**config.mk**
```make
export PLATFORM = sky130hd
export DESIGN_NAME = clock_enable_gen
export DESIGN_NICKNAME = d
export VERILOG_FILES = /design/src/rtl/clock_gen_pkg.sv /design/src/rtl/clock_enable_channel.sv /design/src/rtl/clock_enable_gen.sv
export SDC_FILE = /design/constraint.sdc
export NUM_CORES = 1
export LEC_CHECK = 0
export CORE_ASPECT_RATIO = 0.7
export CORE_MARGIN = 2
export CORE_UTILIZATION = 50
export DETAILED_ROUTE_END_ITERATION = 10
export PLACE_DENSITY = 0.72
export SLEW_MARGIN = 15
export SYNTH_ARGS = -nofsm -noshare
export SYNTH_HDL_FRONTEND = slang
export SYNTH_SLANG_ARGS = --single-unit
```
**constraint.sdc**
```tcl
create_clock -name clock_in -period 5.7 [get_ports clock_in]
set_input_delay 1.71 -clock clock_in [delete_from_list [all_inputs] [get_ports clock_in]]
set_output_delay 1.71 -clock clock_in [all_outputs]
set_load 0.01 [all_outputs]
```
**src/rtl/clock_gen_pkg.sv**
```systemverilog
// Shared defaults and helpers for the clock-enable generator.
// Every divisor passes through clamp_div, so a divisor of 0 behaves like 1.
package clock_gen_pkg;

  localparam int CNT_W        = 28;
  localparam int DEFAULT_DIV  = 2;
  localparam int DEFAULT_HIGH = 1;

  // Wide enough for any counter width used by the channels
  localparam int MAX_W = 64;

  function automatic logic [MAX_W-1:0] clamp_div(input logic [MAX_W-1:0] div);
    return (div == '0) ? MAX_W'(1) : div;
  endfunction

endpackage

```
**src/rtl/clock_enable_channel.sv**
```systemverilog
// One clock-enable channel: a period counter with a tick strobe and a duty-cycle level.
// New divisor and high-count values are held in a shadow copy until a period boundary or sync.
module clock_enable_channel #(
  parameter int CNT_W        = clock_gen_pkg::CNT_W,
  parameter int DEFAULT_DIV  = clock_gen_pkg::DEFAULT_DIV,
  parameter int DEFAULT_HIGH = clock_gen_pkg::DEFAULT_HIGH
) (
  input  logic             clock_in,
  input  logic             reset,
  input  logic             enable,
  input  logic             sync,
  input  logic             load,
  input  logic [CNT_W-1:0] div_in,
  input  logic [CNT_W-1:0] high_in,
  output logic             tick_out,
  output logic             level_out,
  output logic             pending_out
);
  import clock_gen_pkg::*;

  logic [CNT_W-1:0] cnt_q, cnt_d;
  logic [CNT_W-1:0] div_r_q, div_r_d;
  logic [CNT_W-1:0] high_r_q, high_r_d;
  logic [CNT_W-1:0] div_s_q, div_s_d;
  logic [CNT_W-1:0] high_s_q, high_s_d;
  logic             pend_q, pend_d;
  logic             tick_q, tick_d;
  logic             level_q, level_d;
  logic [CNT_W-1:0] last_cnt;
  logic             term;
  logic             apply;

  assign last_cnt = CNT_W'(clamp_div(MAX_W'(div_r_q)) - MAX_W'(1));
  assign term     = (cnt_q == last_cnt);
  // A same-cycle load counts as pending, so it can be applied directly.
  assign apply    = (pend_q | load) & (sync | (enable & term));

  always_comb begin
    cnt_d    = cnt_q;
    div_r_d  = div_r_q;
    high_r_d = high_r_q;
    div_s_d  = div_s_q;
    high_s_d = high_s_q;
    pend_d   = pend_q;
    tick_d   = 1'b0;
    level_d  = level_q;

    if (load) begin
      div_s_d  = div_in;
      high_s_d = high_in;
      pend_d   = 1'b1;
    end

    if (enable) begin
      level_d = (cnt_q < high_r_q);
      tick_d  = term & ~sync;
      cnt_d   = term ? '0 : cnt_q + CNT_W'(1);
    end

    if (sync) begin
      cnt_d = '0;
    end

    if (apply) begin
      div_r_d  = load ? div_in  : div_s_q;
      high_r_d = load ? high_in : high_s_q;
      pend_d   = 1'b0;
    end
  end

  always_ff @(posedge clock_in) begin
    if (reset) begin
      cnt_q    <= '0;
      div_r_q  <= CNT_W'(DEFAULT_DIV);
      high_r_q <= CNT_W'(DEFAULT_HIGH);
      div_s_q  <= CNT_W'(DEFAULT_DIV);
      high_s_q <= CNT_W'(DEFAULT_HIGH);
      pend_q   <= 1'b0;
      tick_q   <= 1'b0;
      level_q  <= 1'b0;
    end else begin
      cnt_q    <= cnt_d;
      div_r_q  <= div_r_d;
      high_r_q <= high_r_d;
      div_s_q  <= div_s_d;
      high_s_q <= high_s_d;
      pend_q   <= pend_d;
      tick_q   <= tick_d;
      level_q  <= level_d;
    end
  end

  assign tick_out    = tick_q;
  assign level_out   = level_q;
  assign pending_out = pend_q;

endmodule

```
**src/rtl/clock_enable_gen.sv**
```systemverilog
// Multi-channel clock-enable generator: independent channels sharing one clock, reset and sync.
// Divisor and high-count buses are packed with channel k at bits [k*CNT_W +: CNT_W].
module clock_enable_gen #(
  parameter int CHANNELS     = 2,
  parameter int CNT_W        = clock_gen_pkg::CNT_W,
  parameter int DEFAULT_DIV  = clock_gen_pkg::DEFAULT_DIV,
  parameter int DEFAULT_HIGH = clock_gen_pkg::DEFAULT_HIGH
) (
  input  logic                      clock_in,
  input  logic                      reset,
  input  logic [CHANNELS-1:0]       enable,
  input  logic                      sync,
  input  logic [CHANNELS-1:0]       load,
  input  logic [CHANNELS*CNT_W-1:0] div_in,
  input  logic [CHANNELS*CNT_W-1:0] high_in,
  output logic [CHANNELS-1:0]       tick_out,
  output logic [CHANNELS-1:0]       level_out,
  output logic [CHANNELS-1:0]       pending_out
);

  for (genvar gi = 0; gi < CHANNELS; gi++) begin : g_ch
    clock_enable_channel #(
      .CNT_W        (CNT_W),
      .DEFAULT_DIV  (DEFAULT_DIV),
      .DEFAULT_HIGH (DEFAULT_HIGH)
    ) u_ch (
      .clock_in    (clock_in),
      .reset       (reset),
      .enable      (enable[gi]),
      .sync        (sync),
      .load        (load[gi]),
      .div_in      (div_in[gi*CNT_W +: CNT_W]),
      .high_in     (high_in[gi*CNT_W +: CNT_W]),
      .tick_out    (tick_out[gi]),
      .level_out   (level_out[gi]),
      .pending_out (pending_out[gi])
    );
  end

endmodule

```
==> reports/metrics.yaml <==
status: "completed"
cp_max_fo: 42
synth_area_um2: 14800
dp_hpwl_um: 28200
drv_slew: 0
post_cts_buffers: 0
maxCapViolCount: 0
hold_buffers: 0
hp-class: "register to register"
routed_wl_um: 38200
numPortBuffers: 124
cp-start-kind: "register"
cts.path.max_buffers: 3
antenna_found_initial: 0
r2r_cells: 14
layout_min_cycle_time_ns: 4.83
track_usage_pct: 24.3
cts_buffers: 28
synth_fp_nets: 1793
ant_nets: 0
insertion_delay_ns: 0.55
cts_root_buffer: "clkbuf_16"
gp_congestion: 0.996
antenna_cells: 0
clkSinkCount: 286
finalHoldViolCount: 0
rows: 52
required_ns: 6.13
min_to: "g_ch[1].u_ch.high_r_q[10]"
layout-drive-gt1-share_pct: 9.03
hold_path.startpoint: "g_ch[1].u_ch.high_r_q[10]"
initial_utilization_pct: 51.1
core_region_area_um2: 29000
fin_skew_ns: 0.00753
cp.arrival_ns: 5.27
grt_pass1_vias: 11000
seq_area_frac_synth_pct: 38.6
area_delta_synth_final_pct: 16.0
worstSetupPathType: "register to register"
yosysWarnings: 0
ys_types: 80
final_nets: 1860
r2r-end: "g_ch[0].u_ch.high_r_q[7]"
slew_headroom_pct: 34.1
ys_ff_latch: 286
clk_pin_slew_ns: 0.06
netlist_top_cells_area: "dfxtp_1 39%, mux2i_1 7.6%, nor2_1 6.1%"
cts_tree: "done"
die_y_um: 148
ioPinCount: 125
drt_iter0_markers: 949
vias_per_cell: 5.78
rr_startpoint: "g_ch[0].u_ch.div_r_q[11]"
end_kind: "register"
rsz0062_at_grt: "no"
vdd_ir_drop_max_mv: 0.223
leakagePower_nw: 7.05
via_count: 12000
wl_per_cell_um: 18.3
synth_edf_count: 0
drc: 0
cts-resized-gates: 0
die_x_um: 210
yosysTopAreaCellShare_pct: 38.6
power_density_nw_per_um2: 284
grt_pass1_wl_um: 60700
setup_violations: 0
tns_ns: 0
syn_inst: 1616
rrSetupSlack_ns: 0.87
holdPathStages: 2
grt_max_degree: 122
drtPass1Iterations: 6
fp.dieArea_um2: 31100
post-route-period-util_pct: 84.8
cts_max_level: 1
grt-ovfl-total: 0
async_reset_ff_share_pct: 0
synth_area_per_cell_um2: 9.17
clock.fmax_ghz: 0.207
worstMarginPinSlew_ns: 0.989
holdWs_ns: 0.481
ys.flop_type: "dfxtp_1"
synth_top_area_cell: "dfxtp_1"
## where the power goes
group	leakage [nW]	internal [mW]	switching (mW)	total, mW
logic	4.21	0.332	0.388	0.720
clock network	0.490	1.17	0.820	1.99
registers	2.35	2.10	0.0702	2.17
## through the flow
step	worst slack (ns)	instances	util, %	area, µm²	power (mW)
5_1_grt	0.550	2083	59.2	17200	5.08
3_3_place_gp	0.944	2031	55.8	16200	2.91
6_report	0.867	2083	59.2	17200	4.88
2_1_floorplan	1.61	1616	-	14800	2.69
4_1_cts	0.885	2083	59.2	17200	4.91
3_5_place_dp	0.904	2031	55.8	16200	2.92
## metal layers
layer	up-vias	GRT usage (%)	wire (µm)
met2	420	32.1	14400
met4	0	3.69	480
met3	35	5.34	3300
li1	5889	-	-
met1	5689	39.6	20000
met5	-	0	0
## worst max-delay path, cell delays in order, from the launching register on
cell and delay (ns):
dfxtp_1 0.38, or4_1 0.70, nor3_2 0.54, a31oi_1 0.22, ha_1 0.29, nand2b_1 0.25
nor4_1 0.10, and3_1 0.18, a311o_1 0.33, nor2_1 0.10, nor3b_1 0.06, and4_4 0.20
a31oi_4 0.60, buf_12 0.35, mux2_1 0.35
## worst max path at each step
stage               cells after the start                   endpoint                     start
floorplan                              16     g_ch[1].u_ch.cnt_q[18]   g_ch[1].u_ch.div_r_q[7]
global placement                       14  g_ch[0].u_ch.high_r_q[17]  g_ch[0].u_ch.div_r_q[11]
detailed placement                     14  g_ch[0].u_ch.high_r_q[18]  g_ch[0].u_ch.div_r_q[11]
CTS                                    14  g_ch[0].u_ch.high_r_q[18]  g_ch[0].u_ch.div_r_q[11]
global route                           14     g_ch[1].u_ch.cnt_q[25]  g_ch[1].u_ch.div_r_q[12]
finish                                 14   g_ch[0].u_ch.high_r_q[7]  g_ch[0].u_ch.div_r_q[11]
## layout make-up
class / count / area [µm²]
inverters: 95 / 357
clock inverters: 18 / 215
well taps: 378 / 473
flip-flops and latches: 286 / 5730
multi-input cells: 1135 / 8290
repair buffers: 137 / 1350
fillers: 2529 / 11800
clock buffers: 34 / 785
## logic make-up after synthesis
| group | after synthesis | synth area share [%] |
|---|---|---|
| buffers and inverters | 195 | 5.60 |
| AOI/OAI and AO/OA | 253 | 12.6 |
| adders and majority gates | 58 | 4.89 |
| muxes | 170 | 13.0 |
| DFF | 286 | 38.6 |
| xor gates and xnor gates | 116 | 6.85 |
| and+or+nand+nor | 538 | 18.5 |
## sequential cells by signal, summed over array words and instances (netlist names)
register and cells:
g_ch.u_ch.cnt_q 56, g_ch.u_ch.level_out 2, g_ch.u_ch.high_s_q 56, g_ch.u_ch.div_r_q 56
g_ch.u_ch.tick_out 2, g_ch.u_ch.div_s_q 56, g_ch.u_ch.pending_out 2, g_ch.u_ch.high_r_q 56
## Yosys cell counts (45+ instances only)
library cell  count
nor2_1          242
dfxtp_1         286
inv_1            94
nor2b_1          45
nand2_1          48
ha_1             58
xnor2_1          59
a221oi_1         47
xor2_1           57
o22ai_1          56
mux2i_1         112
clkbuf_1         55
## placed cells by master (no fill, tap or decap), drive strengths merged, types with 56 or more instances in the layout
| cell | netlist | layout |
|---|---|---|
| mux2 | 58 | 58 |
| mux2i | 112 | 112 |
| o22ai | 56 | 56 |
| ha | 58 | 58 |
| xor2 | 57 | 57 |
| inv | 95 | 97 |
| xnor2 | 59 | 59 |
| nor2 | 242 | 242 |
| clkdlybuf4s50 | 0 | 121 |
| dfxtp | 286 | 286 |
Note: power is estimated with default switching activity, not from simulation.
